**config.mk**
```make
export PLATFORM = sky130hd
export DESIGN_NAME = numero_scan
export DESIGN_NICKNAME = d
export VERILOG_FILES = /design/src/rtl/numero_scan.sv
export SDC_FILE = /design/constraint.sdc
export NUM_CORES = 1
export LEC_CHECK = 0
export CAP_MARGIN = 40
export CORE_MARGIN = 4
export CORE_UTILIZATION = 52
export CTS_CLUSTER_SIZE = 16
export DETAILED_ROUTE_END_ITERATION = 16
export PLACE_DENSITY = 0.89
export SYNTH_ARGS = -nofsm -noshare
export SYNTH_HDL_FRONTEND = slang
export SYNTH_SLANG_ARGS = --single-unit
export TNS_END_PERCENT = 50
```
**constraint.sdc**
```tcl
create_clock -name clk -period 3.15 [get_ports clk]
set_input_delay 0.63 -clock clk [delete_from_list [all_inputs] [get_ports clk]]
set_output_delay 0.63 -clock clk [all_outputs]
set_load 0.01 [all_outputs]
```
**src/rtl/numero_scan.sv**
```systemverilog
// numero_scan: captures N BCD digits into a shadow register and scans them
// onto a single 7-segment bus with a one-hot digit enable, an invalid-digit
// flag, optional leading-zero blanking and selectable output polarity.
module numero_scan #(
  parameter int N_DIGITS   = 4,
  parameter int SCAN_DIV   = 1000,
  parameter int ACTIVE_LOW = 1
) (
  input  logic                    clk,
  input  logic                    reset,
  input  logic                    ready,
  input  logic [4*N_DIGITS-1:0]   digits_in,
  input  logic                    blank_lz,
  output logic                    ack,
  output logic [6:0]              seg,
  output logic [N_DIGITS-1:0]     an,
  output logic                    err
);

  localparam int PW = (SCAN_DIV > 1) ? $clog2(SCAN_DIV) : 1;
  localparam int IW = (N_DIGITS > 1) ? $clog2(N_DIGITS) : 1;
  localparam logic [PW-1:0] PRE_MAX = PW'(SCAN_DIV - 1);
  localparam logic [IW-1:0] IDX_MAX = IW'(N_DIGITS - 1);
  localparam bit            INV     = (ACTIVE_LOW != 0);
  localparam logic [6:0]    SEG_OFF = INV ? 7'h7F : 7'h00;
  localparam logic [N_DIGITS-1:0] AN_OFF = INV ? {N_DIGITS{1'b1}} : {N_DIGITS{1'b0}};

  logic [4*N_DIGITS-1:0] shadow_q, shadow_d;
  logic                  ack_q, ack_d;
  logic                  err_q, err_d;
  logic [PW-1:0]         pre_q, pre_d;
  logic [IW-1:0]         idx_q, idx_d;
  logic [6:0]            seg_q, seg_d;
  logic [N_DIGITS-1:0]   an_q, an_d;

  logic [N_DIGITS-1:0]   nz_above;
  logic [3:0]            cur_digit;
  logic                  cur_blank;
  logic [6:0]            raw_seg;
  logic [N_DIGITS-1:0]   an_hot;

  // Active-high segment pattern {g,f,e,d,c,b,a}; non-BCD codes show a dash.
  function automatic logic [6:0] seg_code(input logic [3:0] d);
    case (d)
      4'd0:    seg_code = 7'h3F;
      4'd1:    seg_code = 7'h06;
      4'd2:    seg_code = 7'h5B;
      4'd3:    seg_code = 7'h4F;
      4'd4:    seg_code = 7'h66;
      4'd5:    seg_code = 7'h6D;
      4'd6:    seg_code = 7'h7D;
      4'd7:    seg_code = 7'h07;
      4'd8:    seg_code = 7'h7F;
      4'd9:    seg_code = 7'h6F;
      default: seg_code = 7'h40;
    endcase
  endfunction

  // Capture path: shadow, one-cycle ack and the invalid-digit flag.
  always_comb begin
    shadow_d = shadow_q;
    ack_d    = ready;
    err_d    = err_q;
    if (ready) begin
      shadow_d = digits_in;
      err_d    = 1'b0;
      for (int i = 0; i < N_DIGITS; i++) begin
        err_d = err_d | (digits_in[4*i +: 4] > 4'd9);
      end
    end
  end

  // Prescaler wraps at SCAN_DIV-1 and advances the digit index on wrap.
  always_comb begin
    pre_d = pre_q + PW'(1);
    idx_d = idx_q;
    if (pre_q == PRE_MAX) begin
      pre_d = '0;
      idx_d = (idx_q == IDX_MAX) ? '0 : idx_q + IW'(1);
    end
  end

  // nz_above[i]: some shadow digit at position i or higher is non-zero.
  always_comb begin
    nz_above = '0;
    for (int i = N_DIGITS - 1; i >= 0; i--) begin
      if (i == N_DIGITS - 1) nz_above[i] = (shadow_q[4*i +: 4] != 4'd0);
      else                   nz_above[i] = nz_above[i+1] | (shadow_q[4*i +: 4] != 4'd0);
    end
  end

  // Select the current digit, apply blanking and polarity for the output flops.
  always_comb begin
    cur_digit = 4'd0;
    cur_blank = 1'b0;
    an_hot    = '0;
    for (int i = 0; i < N_DIGITS; i++) begin
      if (idx_q == IW'(i)) begin
        cur_digit = shadow_q[4*i +: 4];
        cur_blank = blank_lz && (i > 0) && !nz_above[i];
        an_hot[i] = 1'b1;
      end
    end
    raw_seg = cur_blank ? 7'h00 : seg_code(cur_digit);
    seg_d   = INV ? ~raw_seg : raw_seg;
    an_d    = INV ? ~an_hot  : an_hot;
  end

  // All state registers; reset drives outputs to their inactive level.
  always_ff @(posedge clk or negedge reset) begin
    if (!reset) begin
      shadow_q <= '0;
      ack_q    <= 1'b0;
      err_q    <= 1'b0;
      pre_q    <= '0;
      idx_q    <= '0;
      seg_q    <= SEG_OFF;
      an_q     <= AN_OFF;
    end else begin
      shadow_q <= shadow_d;
      ack_q    <= ack_d;
      err_q    <= err_d;
      pre_q    <= pre_d;
      idx_q    <= idx_d;
      seg_q    <= seg_d;
      an_q     <= an_d;
    end
  end

  assign ack = ack_q;
  assign err = err_q;
  assign seg = seg_q;
  assign an  = an_q;

endmodule

```
==> results.md, run 1 <==
Routing:
- The routed design has approximately 3600 um of wire.
- The remaining number of nets flagged by the antenna check after routing is 0.
- The number of design rule violations left after detail routing is 0.
- The via-per-instance ratio is roughly 5.3.
- The first-pass iteration count of the detailed router is 5.
- The per-cell routed wire length is about 14 um.
- The routed layout has around 1300 vias.
- The initial detailed-routing violation count is between 70 and 80.

STA:
- Setup violations remaining at the end of the flow were counted as 0.
- Measured against its own limit, the worst slew margin works out to between 30% and 40%.
- The count of final max-slew check failures is 0.
- The final number of hold-violating endpoints is 0.
- The share of the cycle needed by the critical path after routing is 84.5%.
- The worst path needs between 2 and 3 ns of the cycle, external delays included.
- Setup repair after global routing left no endpoint under its margin.
- The measured slew at the worst slew-check pin is 0.941 ns.
- In the final timing run, aggregate negative setup slack is 0 ns.
- On the final layout, the worst hold slack is 0.268 ns.
- The fmax is between 300 and 400 MHz.
- The worst-case clock skew is about 0.0042 ns.

Pwr:
- Across the VDD grid, the largest voltage drop is 0.412 mV.
- Net switching is about 24% of the power.
- The analysis attributes to net switching a power of about 0.00027 W.
- The proportion of power drawn by the clock network is between 20% and 30%.
- The internal portion of the total power is 0.000829 W.
- The reported leakage power is approximately 1.0 nW.
- In this run, the combinational gates consume 16.1% of the power.
- Dividing total power by cell area gives a power density of 452 nW/um^2.
- The proportion of power drawn by flip-flops and latches is roughly 54%.

Synth:
- Synthesis handed over a netlist of approximately 160 instances.
- The net count after synthesis is slightly below 200.
- In the synthesized netlist the dominant register cell turns out to be sky130_fd_sc_hd__dfrtp_1.
- The number of distinct library cells after synthesis is 44.
- The library cell occupying the most area in the post-synthesis netlist is sky130_fd_sc_hd__dfrtp_1.
- The share of synthesized area in the top cell type comes to around two fifths.
- The number of flip-flops and latches in the synthesized netlist is 41.
- The mean post-synth cell area is between 10 and 15 um^2.
- By area the synthesized netlist is led by sky130_fd_sc_hd__dfrtp_1 38%, sky130_fd_sc_hd__dfstp_2 15%, sky130_fd_sc_hd__mux2_2 9.2%, sky130_fd_sc_hd__ha_1 6.4%, sky130_fd_sc_hd__o21ai_0 2.6%.
- The Yosys warning count is 0.
- For this run, the register share of the synthesized area comes to about 53%.
- The number of enable flip-flop cells after synthesis is 0.
- In the synthesized netlist the async set-or-reset flop fraction comes to 100%.
- The mapped netlist covers around 2000 um^2.

Finish:
- At the end of the flow, the number of nets in the layout was approximately 230.
- The area taken by flip-flops and latches is 1040 um^2.
- In the final layout, the multi-input gates occupy about 870 um^2.
- The layout has around 270 filler cells.
- The signed area change from the synthesized netlist to the final layout is 23.9%.
- Cells with a size suffix above 1 make up between 20% and 30% of the layout.
- The final antenna diode count is 0.

Status:
- The flow ran to the end, and the final reports show no timing, DRC or antenna violations.

Global routing:
- Global routing used around 17% of the available tracks.
- The first global-routing pass estimated 6240 um of wire.
- The number of global-route vias before repair is about 1300.
- The initial antenna violation count was 0.
- The residual overflow from global routing is 0.
- The largest net degree at the start of global routing is 25.

Die:
- The floorplan step defined a core boundary enclosing around 3700 um^2.
- For this design the top-level I/O count stands at 33.
- The floorplan die area is 4810 um^2.
- The die outline width is slightly below 70 um.
- The starting density of the core is 53.5%.
- The floorplan row count is 22.
- The height of the chip is about 70 um.

Run:
- The count of max-cap constraint violations is 0.

Clocking:
- The number of buffers on the longest clock path is 2.
- Clock latency on the worst-skew pair, taken at its later pin, is between 0.2 and 0.3 ns.
- The number of buffers inserted during clock tree synthesis is 5.
- After clock tree synthesis, the setup repair step added 0 buffers.
- The CTS tree is yes.
- Clock tree synthesis selected as its root buffer the cell sky130_fd_sc_hd__clkbuf_8.
- The post-cts gate resize count is 0.
- The clock net in this run drives a total of 41 sinks.
- After clock tree synthesis, the clock-pin slew on the worst setup and hold paths is ~0.07 ns.
- The H-tree depth is 2.
- The number of buffers inserted for hold repair after clock tree synthesis is 0.

Setup path:
- The data required time of the critical path is ~3.4 ns.
- The setup path with the least slack is of type flip-flop to flip-flop.
- At the worst endpoint, the arrival time is a little under 3 ns.
- The maximum fanout count along the critical path is 5.
- The startpoint type of the worst setup path is a flip-flop.
- The nature of the critical path endpoint is a flip-flop.

Placement:
- The placer congestion estimate is 0.784.
- The placed wire-length estimate is ~2700 um.
- The total of buffers placed on input and output ports is 32.

Hold path:
- The type of the tightest min-delay check is primary input to async pin.
==> metal layers <==
| metal | wire [um] | part of all wire, % | vias up | global-route usage (%) |
|---|---|---|---|---|
| li1 | - | - | 661 | - |
| met1 | 1630 | 45 | 636 | 20.3 |
| met2 | 1750 | 49 | 34 | 26.8 |
| met3 | 149 | 4.1 | 6 | 3.19 |
| met4 | 80 | 2.2 | 0 | 10.4 |
| met5 | 0 | 0 | - | 0 |
==> power groups by stage <==
| stage | Combinational, W | Sequential, W | Clock [W] |
|---|---|---|---|
| 2_1_floorplan | 0.0000804 | 0.000609 | 0 |
| 3_3_place_gp | 0.000168 | 0.000604 | 0 |
| 3_5_place_dp | 0.000176 | 0.000605 | 0 |
| 4_1_cts | 0.000179 | 0.000595 | 0.000333 |
| 5_1_grt | 0.000192 | 0.000600 | 0.000362 |
| 6_report | 0.000177 | 0.000595 | 0.000326 |
==> registers in the layout, indices dropped and copies added (netlist names) <==
| name | flops |
|---|---|
| ack | 1 |
| shadow_q | 16 |
| an | 4 |
| seg | 7 |
| pre_q | 10 |
| idx_q | 2 |
| err | 1 |
==> cell usage in the layout, fill, tap and decap left out, types with 7 or more instances in the layout <==
| cell | synthesis | routed |
|---|---|---|
| sky130_fd_sc_hd__nor2_1 | 11 | 11 |
| sky130_fd_sc_hd__dfrtp_1 | 30 | 30 |
| sky130_fd_sc_hd__ha_1 | 10 | 10 |
| sky130_fd_sc_hd__dfstp_2 | 11 | 11 |
| sky130_fd_sc_hd__mux2_2 | 16 | 16 |
| sky130_fd_sc_hd__o21ai_0 | 10 | 10 |
| sky130_fd_sc_hd__clkdlybuf4s50_1 | 0 | 31 |
| sky130_fd_sc_hd__inv_1 | 7 | 7 |
| sky130_fd_sc_hd__nand3_1 | 8 | 8 |
| sky130_fd_sc_hd__nand2_1 | 13 | 13 |
==> synthesized netlist by cell type (2+ instances only) <==
| library cell | instances |
|---|---|
| sky130_fd_sc_hd__nor2b_1 | 2 |
| sky130_fd_sc_hd__xor2_1 | 3 |
| sky130_fd_sc_hd__nand3_1 | 8 |
| sky130_fd_sc_hd__xnor2_1 | 3 |
| sky130_fd_sc_hd__ha_1 | 10 |
| sky130_fd_sc_hd__nand2_1 | 13 |
| sky130_fd_sc_hd__nor4_1 | 2 |
| sky130_fd_sc_hd__o211ai_1 | 4 |
| sky130_fd_sc_hd__mux2_2 | 16 |
| sky130_fd_sc_hd__nor2_1 | 11 |
| sky130_fd_sc_hd__inv_1 | 7 |
| sky130_fd_sc_hd__a21oi_1 | 3 |
| sky130_fd_sc_hd__mux2i_1 | 2 |
| sky130_fd_sc_hd__dfstp_2 | 11 |
| sky130_fd_sc_hd__dfrtp_1 | 30 |
| sky130_fd_sc_hd__o21ai_0 | 10 |
| sky130_fd_sc_hd__o22a_2 | 2 |
==> worst paths after layout <==
| kind | start | to | slack [ns] | cells past startpoint |
|---|---|---|---|---|
| hold / removal | reset | ack$_DFF_PN0_ | 0.27 | 1 |
| setup / recovery | idx_q[0]$_DFFE_PN0N_ | seg[3]$_DFF_PN1_ | 0.49 | 8 |
| setup reg to reg | idx_q[0]$_DFFE_PN0N_ | seg[3]$_DFF_PN1_ | 0.49 | 8 |
| min in group clk | pre_q[0]$_DFF_PN0_ | pre_q[0]$_DFF_PN0_ | 0.50 | 1 |
| max in group asynchronous | reset | seg[3]$_DFF_PN1_ | 2.34 | 2 |
| hold reg to reg | pre_q[0]$_DFF_PN0_ | pre_q[0]$_DFF_PN0_ | 0.50 | 1 |
==> kinds of logic after synthesis <==
family,count (synthesis),synth area share (%)
adders and majority gates,10,6.39
buffers and inverters,11,2.36
and+or+nand+nor,46,12.3
AOI/OAI and AO/OA,31,12.2
muxes,19,11.0
xor gates and xnor gates,6,2.68
DFF,41,53.1
==> worst max-delay path, cell delays in order (launching register included) <==
cell	delay (ns)
sky130_fd_sc_hd__dfrtp_1	0.40
sky130_fd_sc_hd__inv_1	0.12
sky130_fd_sc_hd__ha_1	0.26
sky130_fd_sc_hd__inv_1	0.08
sky130_fd_sc_hd__o311ai_0	0.82
sky130_fd_sc_hd__inv_1	0.20
sky130_fd_sc_hd__ha_1	0.27
sky130_fd_sc_hd__mux2_4	0.28
sky130_fd_sc_hd__o22a_2	0.18
==> cell type report <==
cell class                 count  share of cell area [%]
clock buffer                   6                    2.99
sequential                    41                    42.8
tap                           48                    2.47
timing repair buffer          33                    14.1
multi-input combinational    112                    36.0
inverter                       8                    1.24
clock inverter                 2                   0.412
==> metrics by stage <==
| step | instance area, um^2 | utilization (%) | cells | setup slack (ns) | total power [W] |
|---|---|---|---|---|---|
| floorplan | 1960 | - | 164 | 0.809 | 0.000689 |
| finish | 2430 | 66.3 | 250 | 0.488 | 0.00110 |
| global placement | 2320 | 63.3 | 241 | 0.663 | 0.000772 |
| CTS | 2430 | 66.3 | 250 | 0.471 | 0.00111 |
| global route | 2430 | 66.3 | 250 | 0.304 | 0.00115 |
| detailed placement | 2350 | 64.1 | 242 | 0.514 | 0.000781 |
(Power assumes the default switching activity.)
==> inputs of run 2 (changes only) <==
Clock period 3.15 ns to 2.5 ns, I/O delays scaled along.
==> run 2 against run 1 <==
Effect of this change: maximum frequency increased by 19%; utilization is 0.72 points higher; critical path depth grew 1; via count increased by 1.4%.
==> results.md, run 2 (synthesized netlist as in run 1, its figures left out) <==
Finish:
- The area growth from synthesis to layout is 25.3%.
- The filler cell count in the final layout is 275 (+0.73%).
- The number of flip-flops in the largest register is 16 (unchanged).
- The number of nets in the final layout is 233 (+0.87%).
- The register ranked first by flip-flop count is shadow_q.
- The library cells used most frequently in the layout, excluding fill and tap cells, are 31 x sky130_fd_sc_hd__clkdlybuf4s50_1, 30 x sky130_fd_sc_hd__dfrtp_1, 16 x sky130_fd_sc_hd__mux2_2.
- The fraction of final layout cells sized beyond drive strength 1 is 25.0% (+1.2 points).
- The final antenna diode count came to 0 (unchanged).
- The final cell utilization of the core is 67.1% (+0.72 points).
- The leading cell type in the layout, fill and taps excluded is sky130_fd_sc_hd__clkdlybuf4s50_1.

Clocking:
- The cell at the root of the clock tree is sky130_fd_sc_hd__clkbuf_8.
- The number of buffers on the longest clock path is 2 (unchanged).
- The CTS tree is yes.
- The clock net sink count was 41 (unchanged).
- The post-cts gate resize count is 0 (unchanged).
- The number of buffers inserted for hold repair after clock tree synthesis is 0 (unchanged).
- The H-tree depth is 2 (unchanged).
- The clock slew at the register clock pins of the worst setup and hold paths came to 0.08 ns (about the same).
- The clock insertion delay at the later pin of the skew report is 0.29 ns (about the same).
- The number of buffers inserted by post-CTS setup repair came to 0 (unchanged).
- The number of buffers inserted during clock tree synthesis is 5 (unchanged).

STA:
- The final number of hold-violating endpoints was 0 (unchanged).
- The worst hold-check slack is 0.0696 ns (-0.199 ns).
- The worst slew slack as a fraction of its limit is 62.2% (+26 points).
- The count of final max-slew check failures is 0 (unchanged).
- The number of setup violations in the final report is 0 (unchanged).
- Setup repair after global routing left no endpoint under its margin.
- The measured slew at the worst slew-check pin came to 0.564 ns (-0.377 ns).
- The fmax was 447 MHz (+19%).
- The final-layout setup total negative slack is 0 ns (unchanged).
- The share of the cycle needed by the critical path after routing came to 89.6% (+5.1 points).
- The minimum clock period after layout was 2.24 ns (-0.423 ns).
- The worst-case clock skew came to 0.00530 ns (+0.00106 ns).
- The post-layout worst setup margin came to 0.260 ns (-0.227 ns).

Die:
- The die outline width is 69.4 um (unchanged).
- The floorplan row count was 22 (unchanged).
- The height of the chip is 69.4 um (unchanged).
- The area of the core is 3660 um^2 (unchanged).
- The starting density of the core was 53.5% (unchanged).
- The I/O pin count was 33 (unchanged).
- The floorplan die area was 4810 um^2 (unchanged).

Placement:
- The worst setup slack after placement was 0.277 ns (-0.238 ns).
- The total of buffers placed on input and output ports came to 32 (unchanged).
- The placed wire-length estimate was 2680 um (+0.74%).
- The placer congestion estimate is 0.831 (+5.9%).

Pwr:
- The internal power summed over all cells was 0.00110 W (+33%).
- The portion of total power attributed to combinational logic came to 15.4% (-0.7 points).
- The worst ir drop on vdd was 0.383 mV (-6.9%).
- The reported leakage power is 1.02 nW (+1.6%).
- The net switching power figure came to 0.000342 W (+27%).
- The proportion of power drawn by the clock network is 32.7% (+3.0 points).
- The switching part of the total is 23.7% (-0.79 points).
- The power per unit of standard cell area was 588 nW/um^2 (+30%).
- The proportion of power drawn by flip-flops and latches is 51.9% (-2.3 points).

Setup path:
- The kind of cell adding the most delay to the critical path is compound AO/OA/AOI/OAI gates.
- The arrival time of data at the critical path endpoint is 2.46 ns (-0.43 ns).
- The path type of the worst setup path is flip-flop to flip-flop.
- The critical path goes through inv_1, ha_1, nand2_1, o211ai_1, o221a_2, inv_1, ha_1, mux2_4, o22a_2.
- In this run the worst setup path begins at idx_q[0]$_DFFE_PN0N_.
- The maximum fanout count along the critical path was 6 (+1).
- The origin of the critical flop-to-flop path is idx_q[0]$_DFFE_PN0N_.
- STA classifies the critical path startpoint as a flip-flop.
- STA classifies the critical path endpoint as a flip-flop.
- The count of buffer and inverter cells on the critical path is 2 (-1).
- The longest individual stage delay on the worst path is 0.40 ns (-0.42 ns).
- The slowest stage of the critical path belongs to the cell sky130_fd_sc_hd__dfrtp_1.
- The data required time of the critical path came to 2.73 ns (-0.65 ns).

Routing:
- The first-pass iteration count of the detailed router was 4 (-1).
- The remaining number of nets flagged by the antenna check after routing is 0 (unchanged).
- The initial detailed-routing violation count came to 71 (-10%).
- The via-per-instance ratio is 5.38 (+0.62%).
- The routed wire length was 3610 um (+0.11%).
- The via total after detailed routing is 1356 (+1.4%).
- The number of design rule violations left after detail routing was 0 (unchanged).
- The per-cell routed wire length was 14.3 um (-0.68%).

Global routing:
- The largest net degree at the start of global routing came to 32 (+28%).
- The residual overflow from global routing is 0 (unchanged).
- The number of global-route vias before repair was 1343 (-0.074%).
- The combined global-route utilization of all metal layers is 16.3% (-0.27 points).
- The wire length of the first global-routing pass came to 6150 um (-1.3%).
- The initial antenna violation count is 0 (unchanged).

Hold path:
- The type of the tightest min-delay check is primary input to async pin.

Status:
- The flow ran to the end, and the final reports show no timing, DRC or antenna violations.

Run:
- The count of max-cap constraint violations is 0 (unchanged).
-- run 2: cell count changes in the layout (fill, tap and decap cells not counted) --
cell,change
sky130_fd_sc_hd__clkinv_2,-1
sky130_fd_sc_hd__buf_4,+2
sky130_fd_sc_hd__buf_16,-1
sky130_fd_sc_hd__buf_12,+1
sky130_fd_sc_hd__clkbuf_8,+2
sky130_fd_sc_hd__clkbuf_1,-1
-- run 2: area by class of cell --
class | count | area, um^2 | area share [%]
repair buffers | 35 | 350 | 14.3
inverters | 8 | 30.0 | 1.22
flip-flops and latches | 41 | 1040 | 42.4
multi-input cells | 112 | 873 | 35.6
well taps | 48 | 60.1 | 2.45
clock inverters | 1 | 5.00 | 0.204
clock buffers | 7 | 96.3 | 3.92
-- run 2: per-layer routing --
layer	wire length (um)	vias to the layer above	global-route usage, %
met3	156	6	4.64
met4	76	0	7.81
met1	1630	662	20.1
met2	1740	29	26.3
li1	-	659	-
met5	0	-	0
-- run 2: power by group through the flow --
| stage | Sequential (W) | Clock (W) | Combinational (W) |
|---|---|---|---|
| finish | 0.000750 | 0.000472 | 0.000222 |
| floorplan | 0.000767 | 0 | 0.000101 |
| detailed placement | 0.000763 | 0 | 0.000224 |
| global route | 0.000757 | 0.000514 | 0.000242 |
| CTS | 0.000750 | 0.000483 | 0.000225 |
| global placement | 0.000760 | 0 | 0.000214 |
-- run 2: through the flow --
stage | area [um^2] | power (W) | cells
finish | 2450 | 0.00144 | 252
global route | 2450 | 0.00151 | 252
CTS | 2450 | 0.00146 | 252
detailed placement | 2350 | 0.000986 | 244
global placement | 2330 | 0.000974 | 243
floorplan | 1960 | 0.000869 | 164
-- run 2: worst paths after layout --
| check | endpoint | cells past startpoint | slack [ns] |
|---|---|---|---|
| min in group clk | pre_q[0]$_DFF_PN0_ | 1 | 0.49 |
| max in group asynchronous | seg[4]$_DFF_PN1_ | 2 | 1.91 |
| max | seg[0]$_DFF_PN1_ | 9 | 0.26 |
| max reg2reg | seg[0]$_DFF_PN1_ | 9 | 0.26 |
| min | pre_q[0]$_DFF_PN0_ | 1 | 0.07 |
| min reg2reg | pre_q[0]$_DFF_PN0_ | 1 | 0.49 |
==> inputs of run 3 (changes only) <==
Settings changed: MAX_ROUTING_LAYER set to met4.
==> run 3 against run 2 <==
Effect of this change: sequential power is essentially flat; non-clock buffer count is the same; worst hold slack is essentially flat; critical path depth is the same; first-iteration DRC count grew 1.4%; via count shrank 0.15%; total power is essentially flat; setup slack gained 0.0015 ns; global-route usage grew 0.46 points; sequential share of layout area is the same; clock-buffer cell count is the same; clock power is essentially flat; critical path type unchanged; largest cell class unchanged.
==> results.md, run 3 (synthesized netlist as in run 1, its figures left out) <==
STA:
- The post-layout worst setup margin is 0.262 ns (+0.00146 ns).
- The measured slew at the worst slew-check pin is 0.564 ns (unchanged).
- The count of final max-slew check failures is 0 (unchanged).
- Setup repair after global routing left no endpoint under its margin.
- The final-layout setup total negative slack is 0 ns (unchanged).
- The final number of hold-violating endpoints is 0 (unchanged).
- The minimum clock period after layout is 2.24 ns (-0.00146 ns).
- The worst-case clock skew is 0.00531 ns (+0.00000628 ns).
- The number of setup violations in the final report came to 0 (unchanged).
- The share of the cycle needed by the critical path after routing is 89.5% (about the same).
- The worst slew slack as a fraction of its limit was 62.2% (unchanged).
- The worst hold-check slack is 0.0694 ns (-0.000165 ns).
- The fmax is 447 MHz (about the same).

Finish:
- The final antenna diode count is 0 (unchanged).
- The leading cell type in the layout, fill and taps excluded is sky130_fd_sc_hd__clkdlybuf4s50_1.
- The number of nets in the final layout is 233 (unchanged).
- The register ranked first by flip-flop count is shadow_q.
- The signed area change from the synthesized netlist to the final layout is 25.3% (unchanged).
- The library cells used most frequently in the layout, excluding fill and tap cells, are 31 x sky130_fd_sc_hd__clkdlybuf4s50_1, 30 x sky130_fd_sc_hd__dfrtp_1, 16 x sky130_fd_sc_hd__mux2_2.
- The number of flip-flops in the largest register is 16 (unchanged).
- The final cell utilization of the core is 67.1% (unchanged).
- The fraction of final layout cells sized beyond drive strength 1 came to 25.0% (unchanged).

Die:
- The area of the core is 3660 um^2 (unchanged).
- The height of the chip is 69.4 um (unchanged).
- The floorplan row count was 22 (unchanged).
- The starting density of the core is 53.5% (unchanged).
- The die outline width is 69.4 um (unchanged).
- The I/O pin count is 33 (unchanged).
- The floorplan die area is 4810 um^2 (unchanged).

Routing:
- The via total after detailed routing is 1354 (-0.15%).
- The number of design rule violations left after detail routing is 0 (unchanged).
- The remaining number of nets flagged by the antenna check after routing came to 0 (unchanged).
- The via-per-instance ratio came to 5.37 (-0.15%).
- The per-cell routed wire length is 14.3 um (+0.14%).
- The routed wire length is 3610 um (+0.14%).
- The initial detailed-routing violation count was 72 (+1.4%).
- The first-pass iteration count of the detailed router came to 4 (unchanged).

Clocking:
- The H-tree depth came to 2 (unchanged).
- The number of buffers inserted by post-CTS setup repair is 0 (unchanged).
- The clock net sink count is 41 (unchanged).
- The clock slew at the register clock pins of the worst setup and hold paths was 0.08 ns (about the same).
- The clock insertion delay at the later pin of the skew report came to 0.29 ns (about the same).
- CTS placed an instance of sky130_fd_sc_hd__clkbuf_8 at the clock tree root.
- The number of buffers inserted during clock tree synthesis is 5 (unchanged).
- TritonCTS built the clock tree.
- The number of buffers on the longest clock path was 2 (unchanged).
- The number of buffers inserted for hold repair after clock tree synthesis is 0 (unchanged).
- The post-cts gate resize count is 0 (unchanged).

Setup path:
- The longest individual stage delay on the worst path is 0.40 ns (about the same).
- The critical path goes through inv_1, ha_1, nand2_1, o211ai_1, o221a_2, inv_1, ha_1, mux2_4, o22a_2.
- The maximum fanout count along the critical path is 6 (unchanged).
- The startpoint identified for the worst register-to-register timing path is idx_q[0]$_DFFE_PN0N_.
- The startpoint type of the worst setup path is a flip-flop.
- The worst setup path is of the flip-flop to flip-flop kind.
- The data required time of the critical path was 2.73 ns (about the same).
- The worst setup path is captured at a flip-flop.
- The largest individual stage delay along the critical path comes from the cell sky130_fd_sc_hd__dfrtp_1.
- The count of buffer and inverter cells on the critical path is 2 (unchanged).
- The number of cells traversed by the worst register-to-register path is 9 (unchanged).
- The slack of the worst reg-to-reg path was 0.26 ns (about the same).
- The arrival time of data at the critical path endpoint is 2.46 ns (about the same).
- The worst register-to-register path ends at seg[0]$_DFF_PN1_.
- Grouping stages by cell kind, the critical path spends the most delay in compound AO/OA/AOI/OAI gates.

Global routing:
- The met2 demand-to-capacity share in global routing is 26.3% (unchanged).
- The number of global-route vias before repair was 1340 (-0.22%).
- The combined global-route utilization of all metal layers is 16.8% (+0.46 points).
- The initial antenna violation count is 0 (unchanged).
- The wire length of the first global-routing pass is 6160 um (+0.11%).
- The global-route track usage on met3 is 4.64% (unchanged).
- The largest net degree at the start of global routing is 32 (unchanged).
- The met1 global-route usage is 20.1% (unchanged).
- The residual overflow from global routing is 0 (unchanged).
- The most utilized layer in the global route result is met2.

Hold path:
- The path class of the tightest hold or removal check is primary input to async pin.

Pwr:
- The switching part of the total came to 23.7% (about the same).
- The reported leakage power is 1.02 nW (unchanged).
- The net switching power figure is 0.000342 W (about the same).
- The worst ir drop on vdd is 0.383 mV (about the same).
- The portion of total power attributed to combinational logic is 15.4% (about the same).
- The proportion of power drawn by flip-flops and latches was 51.9% (about the same).
- The internal power summed over all cells came to 0.00110 W (about the same).
- The proportion of power drawn by the clock network came to 32.7% (about the same).
- The power per unit of standard cell area is 588 nW/um^2 (about the same).

Status:
- The run finished with clean final reports.

Run:
- The count of max-cap constraint violations is 0 (unchanged).

Placement:
- The total of buffers placed on input and output ports is 32 (unchanged).
- The placed wire-length estimate is 2680 um (unchanged).
- The placer congestion estimate is 0.844 (+1.5%).
- The worst setup slack after placement is 0.277 ns (unchanged).
## run 3: cell counts in the layout (fill, tap and decap cells not counted)
No cell type changed its count.
## run 3: area by class of cell
| class | count | area [um^2] |
|---|---|---|
| sequential | 41 | 1040 |
| timing repair buffer | 35 | 350 |
| fill | 275 | 1210 |
| tap | 48 | 60.1 |
| clock inverter | 1 | 5.00 |
| clock buffer | 7 | 96.3 |
| multi-input combinational | 112 | 873 |
| inverter | 8 | 30.0 |
## run 3: power groups by stage
stage	logic (W)	clock network, W	registers, W
6_report	0.000222	0.000472	0.000750
2_1_floorplan	0.000101	0	0.000767
3_3_place_gp	0.000214	0	0.000760
5_1_grt	0.000242	0.000514	0.000757
4_1_cts	0.000225	0.000483	0.000750
3_5_place_dp	0.000224	0	0.000763
## run 3: layer usage
layer	wire length (um)	part of all wire [%]	up-vias
li1	-	-	659
met1	1640	45	660
met2	1740	48	29
met3	156	4.3	6
met4	76	2.1	0
met5	0	0	-
## run 3: how the worst max path moves through the flow
stage / startpoint / endpoint / slack (ns) / cells after the start
final: idx_q[0]$_DFFE_PN0N_ / seg[0]$_DFF_PN1_ / 0.26 / 9
after global routing: idx_q[0]$_DFFE_PN0N_ / seg[0]$_DFF_PN1_ / 0.15 / 9
after CTS: idx_q[0]$_DFFE_PN0N_ / seg[0]$_DFF_PN1_ / 0.26 / 9
after detailed placement: idx_q[0]$_DFFE_PN0N_ / seg[0]$_DFF_PN1_ / 0.28 / 9
after global placement: idx_q[0]$_DFFE_PN0N_ / seg[0]$_DFF_PN1_ / 0.41 / 9
after floorplan: idx_q[0]$_DFFE_PN0N_ / seg[0]$_DFF_PN1_ / 0.16 / 8
## run 3: per-stage QoR
stage / instances / total power, W / area (um^2)
after detailed placement: 244 / 0.000986 / 2350
after CTS: 252 / 0.00146 / 2450
final: 252 / 0.00144 / 2450
after global placement: 243 / 0.000974 / 2330
after floorplan: 164 / 0.000869 / 1960
after global routing: 252 / 0.00151 / 2450
